File: src/rtl/add_serial_pkg.sv
// Shared definitions for the serial-adder operand sequencer.
// Latency: n/a (types and constants only).
// Backpressure: n/a.
package add_serial_pkg;

    localparam int WIDTH_DEFAULT   = 8;
    localparam int DEPTH_DEFAULT   = 4;
    // One load cycle followed by one shift per operand bit.
    localparam int LATENCY_DEFAULT = WIDTH_DEFAULT + 1;

    typedef enum logic [1:0] {
        S_IDLE  = 2'd0,
        S_ISSUE = 2'd1,
        S_WAIT  = 2'd2,
        S_HOLD  = 2'd3
    } state_t;

endpackage

File: src/rtl/add_serial_seq_fifo.sv
// Operand-pair FIFO: DW-bit wide, DEPTH entries, synchronous push/pop.
// Latency: a pushed entry is visible at o_head_dat the cycle after the push.
// Backpressure: pushes while full and pops while empty are ignored.
//
// Ports:
//   clk, rst          clock, synchronous active-high reset (clears pointers/count)
//   i_push/i_push_dat write side
//   i_pop             drop the head entry
//   o_head_dat        current head entry (undefined when empty)
//   o_count           registered occupancy, 0..DEPTH
//   o_full/o_empty    derived from o_count
module add_serial_seq_fifo #(
    parameter int DW    = 16,
    parameter int DEPTH = 4
) (
    input  logic                       clk,
    input  logic                       rst,
    input  logic                       i_push,
    input  logic [DW-1:0]              i_push_dat,
    input  logic                       i_pop,
    output logic [DW-1:0]              o_head_dat,
    output logic [$clog2(DEPTH):0]     o_count,
    output logic                       o_full,
    output logic                       o_empty
);
    localparam int AW = $clog2(DEPTH);

    logic [DW-1:0] r_mem [DEPTH];
    logic [AW-1:0] r_wr_ptr;
    logic [AW-1:0] r_rd_ptr;
    logic [AW:0]   r_count;
    logic          w_push;
    logic          w_pop;

    assign o_full     = (r_count == (AW+1)'(DEPTH));
    assign o_empty    = (r_count == '0);
    assign o_count    = r_count;
    assign o_head_dat = r_mem[r_rd_ptr];

    assign w_push = i_push & ~o_full;
    assign w_pop  = i_pop & ~o_empty;

    // Storage carries no reset; only pointers and count define validity.
    always_ff @(posedge clk) begin
        if (w_push) begin
            r_mem[r_wr_ptr] <= i_push_dat;
        end
    end

    // DEPTH is a power of two, so the pointers wrap naturally.
    always_ff @(posedge clk) begin
        if (rst) begin
            r_wr_ptr <= '0;
            r_rd_ptr <= '0;
            r_count  <= '0;
        end else begin
            if (w_push) begin
                r_wr_ptr <= r_wr_ptr + 1'b1;
            end
            if (w_pop) begin
                r_rd_ptr <= r_rd_ptr + 1'b1;
            end
            case ({w_push, w_pop})
                2'b10:   r_count <= r_count + 1'b1;
                2'b01:   r_count <= r_count - 1'b1;
                default: r_count <= r_count;
            endcase
        end
    end

endmodule

File: src/rtl/add_serial_seq.sv
// Operand sequencer for the serial adder: queues pairs, issues one at a time, captures the sum.
// Latency: pair reaches the adder 2 cycles after acceptance; result valid LATENCY+1 cycles after add_en.
// Backpressure: in_ready drops when the FIFO is full; a result is held until res_ready.
//
// Ports:
//   clk, rst                  clock, synchronous active-high reset (adder shares rst)
//   in_valid/in_ready/in_a/b  operand pair input (valid/ready)
//   add_a/add_b/add_en        drive the adder; operands stay stable for the whole add
//   add_out                   adder result, final LATENCY cycles after the add_en cycle
//   res_valid/res_ready       result output (valid/ready)
//   res_sum                   captured sum, wraps mod 2^WIDTH
//   res_err                   adder self-check mismatch; only live when
//                             ADD_SERIAL_SEQ_CHECK_EN is defined, otherwise tied 0
module add_serial_seq
    import add_serial_pkg::*;
#(
    parameter int WIDTH   = WIDTH_DEFAULT,
    parameter int DEPTH   = DEPTH_DEFAULT,
    // Must be retuned together with WIDTH (WIDTH+1 for the serial adder).
    parameter int LATENCY = LATENCY_DEFAULT
) (
    input  logic             clk,
    input  logic             rst,
    input  logic             in_valid,
    output logic             in_ready,
    input  logic [WIDTH-1:0] in_a,
    input  logic [WIDTH-1:0] in_b,
    output logic [WIDTH-1:0] add_a,
    output logic [WIDTH-1:0] add_b,
    output logic             add_en,
    input  logic [WIDTH-1:0] add_out,
    output logic             res_valid,
    input  logic             res_ready,
    output logic [WIDTH-1:0] res_sum,
    output logic             res_err
);
    localparam int CNT_W  = $clog2(LATENCY + 1);
    localparam int FCNT_W = $clog2(DEPTH) + 1;
    localparam int PAIR_W = 2 * WIDTH;

    state_t            r_state;
    state_t            w_state_nxt;
    logic [CNT_W-1:0]  r_cnt;
    logic [WIDTH-1:0]  r_add_a;
    logic [WIDTH-1:0]  r_add_b;
    logic [WIDTH-1:0]  r_res_sum;
    logic              r_res_valid;

    logic [PAIR_W-1:0] w_head;
    logic [FCNT_W-1:0] w_fifo_count;
    logic              w_fifo_full;
    logic              w_fifo_empty;
    logic              w_fifo_push;
    logic              w_load;
    logic              w_issue;
    logic              w_wait_done;
    logic              w_accept;

    // Registered count only: a pop in the same cycle does not open a slot early.
    assign in_ready    = (w_fifo_count != FCNT_W'(DEPTH));
    assign w_fifo_push = in_valid & ~w_fifo_full;

    // The head stays in the FIFO until its sum is captured, so a slot frees
    // only once the add has finished.
    add_serial_seq_fifo #(
        .DW    (PAIR_W),
        .DEPTH (DEPTH)
    ) u_fifo (
        .clk        (clk),
        .rst        (rst),
        .i_push     (w_fifo_push),
        .i_push_dat ({in_a, in_b}),
        .i_pop      (w_wait_done),
        .o_head_dat (w_head),
        .o_count    (w_fifo_count),
        .o_full     (w_fifo_full),
        .o_empty    (w_fifo_empty)
    );

    // ---------------------------------------------------------------- FSM
    always_ff @(posedge clk) begin
        if (rst) begin
            r_state <= S_IDLE;
        end else begin
            r_state <= w_state_nxt;
        end
    end

    always_comb begin
        w_state_nxt = r_state;
        unique case (r_state)
            S_IDLE:  if (!w_fifo_empty)                              w_state_nxt = S_ISSUE;
            S_ISSUE:                                                 w_state_nxt = S_WAIT;
            S_WAIT:  if (r_cnt == CNT_W'(LATENCY))                   w_state_nxt = S_HOLD;
            S_HOLD:  if (r_res_valid && res_ready)                   w_state_nxt = S_IDLE;
            default:                                                 w_state_nxt = S_IDLE;
        endcase
    end

    // HOLD and IDLE each contribute one idle cycle between issues, which is
    // what lets the adder fall back to its own idle state.
    always_comb begin
        w_load      = 1'b0;
        w_issue     = 1'b0;
        w_wait_done = 1'b0;
        w_accept    = 1'b0;
        unique case (r_state)
            S_IDLE:  w_load      = ~w_fifo_empty;
            S_ISSUE: w_issue     = 1'b1;
            S_WAIT:  w_wait_done = (r_cnt == CNT_W'(LATENCY));
            S_HOLD:  w_accept    = r_res_valid & res_ready;
            default: ;
        endcase
    end

    // ----------------------------------------------------------- datapath
    always_ff @(posedge clk) begin
        if (rst) begin
            r_add_a     <= '0;
            r_add_b     <= '0;
            r_cnt       <= '0;
            r_res_valid <= 1'b0;
            r_res_sum   <= '0;
        end else begin
            // Operands change only on IDLE->ISSUE and hold through WAIT/HOLD.
            if (w_load) begin
                {r_add_a, r_add_b} <= w_head;
            end

            // Counter value k in S_WAIT means k cycles have passed since add_en.
            if (w_issue) begin
                r_cnt <= CNT_W'(1);
            end else if (w_wait_done) begin
                r_cnt <= '0;
            end else if (r_state == S_WAIT) begin
                r_cnt <= r_cnt + 1'b1;
            end

            if (w_wait_done) begin
                r_res_sum   <= add_out;
                r_res_valid <= 1'b1;
            end else if (w_accept) begin
                r_res_valid <= 1'b0;
            end
        end
    end

`ifdef ADD_SERIAL_SEQ_CHECK_EN
    logic [WIDTH-1:0] w_ref_sum;
    logic             r_res_err;

    // Truncating add: the expected value wraps exactly like the adder.
    assign w_ref_sum = r_add_a + r_add_b;

    always_ff @(posedge clk) begin
        if (rst) begin
            r_res_err <= 1'b0;
        end else if (w_wait_done) begin
            r_res_err <= (add_out != w_ref_sum);
        end else if (w_accept) begin
            r_res_err <= 1'b0;
        end
    end

    assign res_err = r_res_err;
`else
    assign res_err = 1'b0;
`endif

    assign add_a     = r_add_a;
    assign add_b     = r_add_b;
    assign add_en    = w_issue;
    assign res_valid = r_res_valid;
    assign res_sum   = r_res_sum;

endmodule

File: config.mk
export PLATFORM = sky130hd
export DESIGN_NAME = add_serial_seq
export DESIGN_NICKNAME = d
export VERILOG_FILES = /design/src/rtl/add_serial_pkg.sv /design/src/rtl/add_serial_seq_fifo.sv /design/src/rtl/add_serial_seq.sv
export SDC_FILE = /design/constraint.sdc
export NUM_CORES = 1
export LEC_CHECK = 0
export ABC_AREA = 1
export BUFFER_PORTS_ARGS = -buffer_cell sky130_fd_sc_hd__clkbuf_2
export CORE_MARGIN = 4
export CORE_UTILIZATION = 45
export DETAILED_ROUTE_END_ITERATION = 8
export PLACE_DENSITY = 0.75
export SYNTH_ARGS = -nofsm -noshare
export SYNTH_HDL_FRONTEND = slang
export SYNTH_SLANG_ARGS = --single-unit
File: constraint.sdc
create_clock -name clk -period 2.73 [get_ports clk]
set_clock_uncertainty 0.1 [all_clocks]
set_input_delay 0.1365 -clock clk [delete_from_list [all_inputs] [get_ports clk]]
set_output_delay 0.1365 -clock clk [all_outputs]
set_load 0.05 [all_outputs]
==> flow_metrics.tcl, run 1 <==
set metrics [dict create \
    max_freq_mhz 443.0 \
    via_count 2987 \
    antennaDiodeCount 0 \
    synth_cells 405 \
    core-area_sq_um 9196 \
    synth_top_area_cell "edfxtp_1" \
    drc 0 \
    grt_pass1_wl_microns 14410 \
    grt_max_degree 34 \
    gr-usage-all-layers 0.1649 \
    dp_cells 561 \
    cp_cell_sequence "inv_1 -> ha_1 -> nand4_1 -> nor2_2 -> ha_1 -> fa_1 -> nor2_1 -> nor2_1 -> nand2_1 -> o21ai_0 -> a21oi_1" \
    ant_nets 0 \
    via_per_inst 4.921 \
    die_area_sq_um 10980 \
    cts_tree "built" \
    synth_warnings 0 \
    synth.area.top_cells "edfxtp_1 46%, dfxtp_1 18%, nor2_1 9.8%" \
    final_max_slew_viol_count 0 \
    rows 35 \
    cp_slowest_cell "fa_1" \
    io_buffers 54 \
    clk_pin_slew_ns 0.10 \
    p_leak_nw 2.043 \
    period_share 0.8268 \
    max-slew-margin-rel 0.5305 \
    numCtsBuffers 9 \
    floorplan.initialDensity 0.4582 \
    status "complete, no violations" \
    fin_nets 532 \
    endpoint_kind "flop" \
    cp_max_fo 6 \
    post_synth.cell_area_avg_sq_um 10.41 \
    cp_num_buf_inv 1 \
    synth_seq_cells 102 \
    io-pin-count 56 \
    drt_iter0_markers 158 \
    finalCriticalPeriod_ns 2.257 \
    critPathArrivalTime_ns 2.46 \
    cp_top_family "adder cells" \
    antenna_found_initial 0 \
    cp.required_ns 2.93 \
    p_sw_mw 1.266 \
    cts_max_path_buffers 2 \
    maxCapViolCount 0 \
    setup_violations 0 \
    finalSetupTns_ns 0 \
    tightest_slew_ns 0.7035 \
    final_cell_count_no_fill 607 \
    clock_latency_ns 0.36 \
    share_seq_of_total_power 0.485 \
    grt_pass1_vias 2979 \
    area_growth_pct 19.86 \
    path_class "flop to flop" \
    hold_viol_final 0 \
    cts.sinks 102 \
    cts.repair.resized 0 \
    htree_levels 3 \
    final_util 0.5493 \
    gp_congestion 0.7929 \
    die_w_microns 104.8 \
    swShare 0.3296 \
    drt-total-wl_microns 8426 \
    hold-worst-slack_ns 0.03127 \
    die_y_microns 104.8 \
    cts-root-buf "clkbuf_8" \
    powerDensity_nw_per_um2 760.4 \
    postCtsHoldBufs 30 \
    synth.distinct_cells 31 \
    drt_pre_antenna_iters 4 \
    mostFrequentLayoutCells "110 x nor2_1, 64 x edfxtp_1, 54 x clkbuf_2" \
    cp_slowest_stage_delay_ns 0.39 \
    final_common_cell "nor2_1" \
    p_int_mw 2.575 \
    detailed_place_hpwl_microns 5431 \
    drive_gt1_frac 0.1774 \
    power.total_mw 3.841 \
    rsz0062_at_grt "no" \
    min_path_type "input port to flop" \
    pwr-share-clk 0.268 \
    synth_top_cell_area_share 0.4561 \
    syn_area_sq_um 4214 \
    wl_per_cell_microns 13.88 \
    cp-start-kind "flop" \
    grt_overflow 0 \
    post_cts_buffers 0 \
    p_comb_frac 0.246 \
    peakVddDrop_v 0.0004950 \
    yosysSeqAreaShare 0.6366 \
    syn_nets 446 \
]
-- area by class of cell --
class                   instances  area [sq um]
flip-flops and latches        102          2683
clock buffers                  10         127.6
well taps                     111         138.9
multi-input cells             263          1282
fillers                       791          4145
clock inverters                 6         90.09
repair buffers                 92         630.6
inverters                      23         98.84
-- cells by family after synthesis --
logic type / synth area share
other: 0.0008899
flip-flops: 0.6366
AND/OR/NAND/NOR: 0.1704
adder cells (fa/ha/maj): 0.04038
XOR/XNOR: 0.008313
AO/OA/AOI/OAI: 0.08432
buffers and inverters: 0.05908
-- power groups by stage --
| stage | logic, mW | registers [mW] | clock network (mW) |
|---|---|---|---|
| floorplan | 0.489 | 2.12 | 0 |
| global placement | 0.902 | 1.89 | 0 |
| detailed placement | 0.927 | 1.90 | 0 |
| CTS | 0.957 | 1.86 | 1.06 |
| global route | 1.05 | 1.88 | 1.12 |
| finish | 0.946 | 1.86 | 1.03 |
-- flip-flops by register name (all words and copies together), names as in the netlist --
signal	cells
res_valid	1
res_sum	8
r_state	2
u_fifo.r_rd_ptr	2
u_fifo.r_wr_ptr	2
u_fifo.r_mem	64
add_b	8
u_fifo.o_count	3
add_a	8
r_cnt	4
-- layer usage --
layer	vias to the layer above	track usage	wire, microns
li1	1516	-	-
met1	1385	0.1978	3644
met3	11	0.05312	464
met2	75	0.2864	4221
met4	0	0.04217	95
met5	-	0	0
-- stage by stage --
stage,area (sq um),setup WS [ns]
final,5051,0.4728
after global routing,5051,0.3791
after CTS,5051,0.5016
after detailed placement,4533,0.5194
after global placement,4533,0.6122
after floorplan,4214,0.4593
-- synthesized netlist by cell type, drive strengths merged --
| cell | count |
|---|---|
| nor2 | 113 |
| edfxtp | 64 |
| o21ai | 54 |
| nand2 | 53 |
| dfxtp | 38 |
| inv | 23 |
| a21oi | 15 |
| buf | 14 |
| ha | 12 |
| nand3 | 4 |
| nand4 | 4 |
| xor2 | 4 |
| clkbuf | 3 |
| a31oi | 1 |
| conb | 1 |
| fa | 1 |
| or2 | 1 |
-- final timing paths --
path	startpoint	end	slack, ns	cells after the start
max	r_state[0]$_SDFFE_PP0P_	u_fifo.o_count[2]$_SDFFE_PP0P_	0.47	11
min	rst	res_sum[7]$_SDFFE_PP0P_	0.03	2
max reg2reg	r_state[0]$_SDFFE_PP0P_	u_fifo.o_count[2]$_SDFFE_PP0P_	0.47	11
min reg2reg	res_sum[7]$_SDFFE_PP0P_	res_sum[7]$_SDFFE_PP0P_	0.38	2
Note: power is estimated with default switching activity, not from simulation.
==> inputs of run 2 (changes only) <==
==> constraint.sdc (replaced) <==
create_clock -name clk -period 2.11 [get_ports clk]
set_clock_uncertainty 0.1 [all_clocks]
set_input_delay 0.1055 -clock clk [delete_from_list [all_inputs] [get_ports clk]]
set_output_delay 0.1055 -clock clk [all_outputs]
set_load 0.05 [all_outputs]
==> run 2 against run 1 <==
Net effect:
- global-route usage is 0.15 points lower
- clock-buffer cell count fell by 1
- final cell count increased by 1.3%
- critical path type unchanged
- largest cell class unchanged
==> flow_metrics.tcl, run 2 (synthesis results as in run 1) <==
set metrics [dict create \
    status "complete, no violations" \
    drive_gt1_frac 0.1944 \
    rows 35 \
    grt_pass1_vias 2971 \
    max-slew-margin-rel 0.5170 \
    drt_pre_antenna_iters 5 \
    endpoint_kind "flop" \
    setup_violations 0 \
    largest-register "u_fifo.r_mem" \
    placed_area_sq_um 4551 \
    htree_levels 3 \
    via_per_inst 4.883 \
    die_w_microns 104.8 \
    numCtsBuffers 9 \
    detailed_place_hpwl_microns 5236 \
    antenna_found_initial 0 \
    floorplan.initialDensity 0.4582 \
    fin_nets 540 \
    core-area_sq_um 9196 \
    peakVddDrop_v 0.0004489 \
    period_share 0.9624 \
    gp_congestion 0.7732 \
    gr-usage-all-layers 0.1634 \
    max_freq_mhz 492.4 \
    drt-total-wl_microns 8442 \
    grt_pass1_wl_microns 14250 \
    critPathArrivalTime_ns 2.19 \
    cts_tree "built" \
    antennaDiodeCount 0 \
    tightest_slew_ns 0.7237 \
    p_leak_nw 2.078 \
    via_count 3003 \
    largest_register_ff_count 64 \
    hold_viol_final 0 \
    cts-root-buf "clkbuf_8" \
    cp.required_ns 2.27 \
    cts.sinks 102 \
    min_path_type "flop to flop" \
    finalCriticalPeriod_ns 2.031 \
    drt_iter0_markers 207 \
    cp_max_fo 4 \
    io-pin-count 56 \
    drc 0 \
    clock_latency_ns 0.37 \
    nFillCells 804 \
    final_common_cell "nor2_1" \
    design_area_sq_um 5136 \
    path_class "flop to flop" \
    area_growth_pct 21.88 \
    powerDensity_nw_per_um2 969.3 \
    ant_nets 0 \
    clk_pin_slew_ns 0.10 \
    grt_max_degree 34 \
    maxCapViolCount 0 \
    mostFrequentLayoutCells "110 x nor2_1, 64 x edfxtp_1, 54 x clkbuf_2" \
    die_area_sq_um 10980 \
    cts_max_path_buffers 2 \
    power.total_mw 4.978 \
    io_buffers 54 \
    final_max_slew_viol_count 0 \
    cp-start-kind "flop" \
    grt_overflow 0 \
    die_y_microns 104.8 \
    wl_per_cell_microns 13.73 \
]
-- run 2: cell types whose count changed in the layout (fill, tap and decap cells not counted), moves of 2 or more --
cell           previous run  this run
clkinvlp_4                0         3
inv_6                     3         1
dfxtp_2                   0         2
dlygate4sd3_1            30        35
dfxtp_1                  38        36
buf_4                     8        11
-- run 2: worst max-delay path, cell delays in order (launching register included) --
cell	delay [ns]
dfxtp_2	0.34
inv_1	0.12
ha_1	0.18
nand4_1	0.13
nor2_2	0.18
ha_2	0.23
fa_2	0.20
nor2_1	0.04
nor2_1	0.08
nand2_1	0.07
o21ai_0	0.19
a21oi_1	0.06
-- run 2: path summary, 6_finish.rpt --
path | slack, ns | startpoint | depth (start not counted) | end
worst max-delay path | 0.08 | r_state[0]$_SDFFE_PP0P_ | 11 | u_fifo.o_count[2]$_SDFFE_PP0P_
worst min-delay path | 0.38 | res_sum[4]$_SDFFE_PP0P_ | 2 | res_sum[4]$_SDFFE_PP0P_
worst max register to register | 0.08 | r_state[0]$_SDFFE_PP0P_ | 11 | u_fifo.o_count[2]$_SDFFE_PP0P_
worst min register to register | 0.38 | res_sum[4]$_SDFFE_PP0P_ | 2 | res_sum[4]$_SDFFE_PP0P_
-- run 2: power breakdown --
part	total (mW)	switching, mW	internal [mW]	leakage, nW
logic	1.25	0.887	0.359	1.08
clock network	1.32	0.655	0.669	0.102
registers	2.41	0.0986	2.31	0.899
total	4.98	1.64	3.34	2.08
-- run 2: layer usage --
| layer | track usage | vias to the layer above | wire [microns] |
|---|---|---|---|
| li1 | - | 1529 | - |
| met1 | 0.1952 | 1376 | 3478 |
| met2 | 0.2892 | 89 | 4343 |
| met3 | 0.03953 | 9 | 488 |
| met4 | 0.05248 | 0 | 131 |
| met5 | 0 | - | 0 |
-- run 2: stage by stage --
step / instances / setup WS, ns / TNS (ns) / util / hold WS [ns]
detailed placement: 563 / 0.008448 / 0 / 0.4948 / 0.2269
global route: 615 / -0.02579 / -0.02579 / 0.5585 / 0.3960
finish: 615 / 0.07933 / 0 / 0.5585 / 0.3826
floorplan: 405 / 0.02017 / 0 / - / 0.07457
global placement: 563 / 0.07954 / 0 / 0.4948 / 0.2208
CTS: 614 / 0.02217 / 0 / 0.5570 / 0.3854
-- run 2: final cells by class --
class,count,area [sq um],share of cell area
tap,111,138.9,0.02704
clock buffer,9,123.9,0.02412
inverter,23,98.84,0.01924
sequential,102,2685,0.5228
multi-input combinational,263,1290,0.2512
timing repair buffer,100,703.2,0.1369
clock inverter,7,96.34,0.01876
-- run 2: what timing repair did --
item                                    4_1_cts  5_1_grt
resized for setup                             1        4
pin swaps                                     0        3
endpoints found under the setup margin        1        3
endpoints found under the hold margin        76        0
setup buffers                                 0        1
hold buffers                                 35        0
==> inputs of run 3 (changes only) <==
--- a/config.mk
+++ b/config.mk
@@ -5,7 +5,6 @@
 export SDC_FILE = /design/constraint.sdc
 export NUM_CORES = 1
 export LEC_CHECK = 0
-export ABC_AREA = 1
 export BUFFER_PORTS_ARGS = -buffer_cell sky130_fd_sc_hd__clkbuf_2
 export CORE_MARGIN = 4
 export CORE_UTILIZATION = 45
==> run 3 against run 2 <==
Net effect:
- power down 7.4%
- final cell count fell by 27%
- core utilization is 2.5 points higher
- synthesized area down 6.2%
- critical path depth shrank 2
- critical path type unchanged
- routed wire length shrank 13%
- global-route usage down 1.2 points
- first-iteration DRC count down 49%
- non-clock buffer count shrank 6
==> flow_metrics.tcl, run 3 <==
set metrics [dict create \
    multiInputGateArea_sq_um 1185 \
    io-pin-count 56 \
    final_max_slew_viol_count 0 \
    synth.distinct_cells 39 \
    numCtsBuffers 9 \
    min_path_type "input port to flop" \
    synth.area.top_cells "edfxtp_1 49%, dfxtp_1 19%, mux4_2 9.1%" \
    reg2reg_depth 9 \
    path_common_cell "ha_2" \
    p_leak_nw 1.818 \
    area_growth_pct 23.75 \
    io_buffers 54 \
    cts_tree "built" \
    period_share 0.9870 \
    cp_slowest_stage_delay_ns 0.36 \
    timing.rr.end "u_fifo.o_count[2]$_SDFFE_PP0P_" \
    r2r_slack_ns 0.03 \
    final_util 0.5834 \
    max-slew-margin-rel 0.4113 \
    via_per_inst 5.233 \
    antennaDiodeCount 0 \
    wl_per_cell_microns 16.22 \
    post_synth.cell_area_avg_sq_um 15.81 \
    grt_pass1_wl_microns 11920 \
    floorplan.initialDensity 0.4714 \
    clk_pin_slew_ns 0.10 \
    die_w_microns 101.7 \
    peakVddDrop_v 0.0004632 \
    synth_top_cell_area_share 0.4864 \
    synth_flop_cell "edfxtp_1" \
    tightest_slew_ns 0.8831 \
    synth_cells 250 \
    via_count 2360 \
    syn_area_sq_um 3951 \
    yosysSeqAreaShare 0.6789 \
    r2r-start "r_state[0]$_SDFFE_PP0P_" \
    status "complete, no violations" \
    gp_congestion 0.7473 \
    whs_path_depth 3 \
    cp_top_family "adder cells" \
    grt_overflow 0 \
    syn_nets 291 \
    path_class "flop to flop" \
    hold_start "rst" \
    regArea_sq_um 2691 \
    synth_warnings 0 \
    core-area_sq_um 8382 \
    critPathArrivalTime_ns 2.28 \
    htree_levels 3 \
    mostFrequentLayoutCells "64 x edfxtp_1, 54 x clkbuf_2, 33 x dfxtp_1" \
    rsz0062_at_grt "yes" \
    setup_violations 0 \
    cp-start-kind "flop" \
    clock_latency_ns 0.35 \
    hold_viol_final 0 \
    cts_max_path_buffers 2 \
    rows 33 \
    final_common_cell "edfxtp_1" \
    cp_max_fo 3 \
    cp_cell_sequence "inv_2 -> ha_2 -> nand4b_1 -> nor2_2 -> ha_2 -> fa_2 -> xnor2_1 -> or3_1 -> a21oi_2" \
    cp_num_buf_inv 1 \
    drc 0 \
    finalSetupTns_ns 0 \
    synth_top_area_cell "edfxtp_1" \
    fin_nets 382 \
    synth-edff-count 64 \
    ant_nets 0 \
    die_y_microns 101.7 \
    nFillCells 651 \
    hold-worst-slack_ns 0.1418 \
    maxCapViolCount 0 \
    grt_pass1_vias 2422 \
    cts-root-buf "clkbuf_8" \
    largest_register_ff_count 64 \
    cts.sinks 102 \
    cp_slowest_cell "dfxtp_4" \
    drt_iter0_markers 105 \
    min_to "add_b[3]$_SDFFE_PP0P_" \
    grt_max_degree 25 \
    synth_seq_cells 102 \
    endpoint_kind "flop" \
    powerDensity_nw_per_um2 942.5 \
    max_freq_mhz 480.2 \
    antenna_found_initial 0 \
    finalCriticalPeriod_ns 2.083 \
    drt_pre_antenna_iters 4 \
    gr-usage-all-layers 0.1516 \
    synthArstFlopShare 0 \
    detailed_place_hpwl_microns 4658 \
    drt-total-wl_microns 7313 \
    cp.required_ns 2.30 \
    drive_gt1_frac 0.3468 \
    largest-register "u_fifo.r_mem" \
    die_area_sq_um 10340 \
    synth_commonest_cells "64 x edfxtp_1, 38 x dfxtp_1, 20 x nand2_1" \
    synth.most_common_cell "edfxtp_1" \
    power.total_mw 4.609 \
]
[run 3: cell count changes after synthesis, moves of 12 or more]
| cell | delta |
|---|---|
| nand2_1 | -30 |
| mux4_2 | +16 |
| nor2_1 | -101 |
| o21ai_1 | -28 |
| inv_1 | -12 |
| o21ai_0 | -23 |
| a22o_1 | +12 |
[run 3: area by class of cell]
class                   count  share of cell area
flip-flops and latches    102              0.5504
multi-input cells         127              0.2423
repair buffers             94              0.1300
well taps                 105             0.02687
clock buffers               9             0.02533
clock inverters             7             0.01970
inverters                   7            0.005374
[run 3: how the worst max path moves through the flow]
| stage | start | cells after the start | to | slack [ns] |
|---|---|---|---|---|
| after CTS | u_fifo.o_count[0]$_SDFFE_PP0P_ | 4 | add_b[5]$_SDFFE_PP0P_ | 0.004 |
| after global routing | r_state[0]$_SDFFE_PP0P_ | 9 | u_fifo.o_count[2]$_SDFFE_PP0P_ | -0.08 |
| after floorplan | u_fifo.o_count[0]$_SDFFE_PP0P_ | 8 | u_fifo.o_count[2]$_SDFFE_PP0P_ | 0.001 |
| after global placement | r_state[0]$_SDFFE_PP0P_ | 9 | u_fifo.o_count[2]$_SDFFE_PP0P_ | 0.08 |
| final | r_state[0]$_SDFFE_PP0P_ | 9 | u_fifo.o_count[2]$_SDFFE_PP0P_ | 0.03 |
| after detailed placement | r_state[0]$_SDFFE_PP0P_ | 9 | u_fifo.o_count[2]$_SDFFE_PP0P_ | 0.04 |
[run 3: per-layer routing]
metal  GRT usage  share of wire  vias up  routed length (microns)
met1      0.1905           0.44     1165                     3202
met2      0.2611           0.51       62                     3707
met5           0              0        -                        0
met4     0.03067         0.0083        0                       61
li1            -              -     1129                        -
met3     0.04614          0.047        4                      341
[run 3: logic make-up after synthesis]
family | Yosys count | share of synthesized area
DFF | 102 | 0.6789
muxes | 19 | 0.09880
xor gates and xnor gates | 4 | 0.008868
other | 1 | 0.0009491
AOI/OAI and AO/OA | 41 | 0.07758
buffers and inverters | 21 | 0.02692
adders and majority gates | 13 | 0.04306
and+or+nand+nor | 49 | 0.06492
[run 3: stage by stage]
stage,instances,worst slack [ns],area (sq um)
after floorplan,250,0.001207,3969
after global placement,408,0.07900,4379
after detailed placement,408,0.03631,4379
after CTS,450,0.003556,4860
after global routing,451,-0.08000,4890
final,451,0.02733,4890
[run 3: worst min-delay path, stage by stage]
cell and delay, ns:
clkbuf_2 0.12, nor3b_4 0.12, a22o_1 0.21
[run 3: report_power, final]
| part | leakage (nW) | switching (mW) | internal [mW] |
|---|---|---|---|
| clock network | 0.104 | 0.654 | 0.672 |
| registers | 0.899 | 0.0776 | 2.27 |
| logic | 0.815 | 0.578 | 0.353 |
| total | 1.82 | 1.31 | 3.30 |
[run 3: timing repair]
item | CTS | global route
setup buffers | 0 | 1
hold endpoints to repair | 75 | 0
endpoints found under the setup margin | 0 | 18
hold buffers | 26 | 0
gates resized for setup | 0 | 9
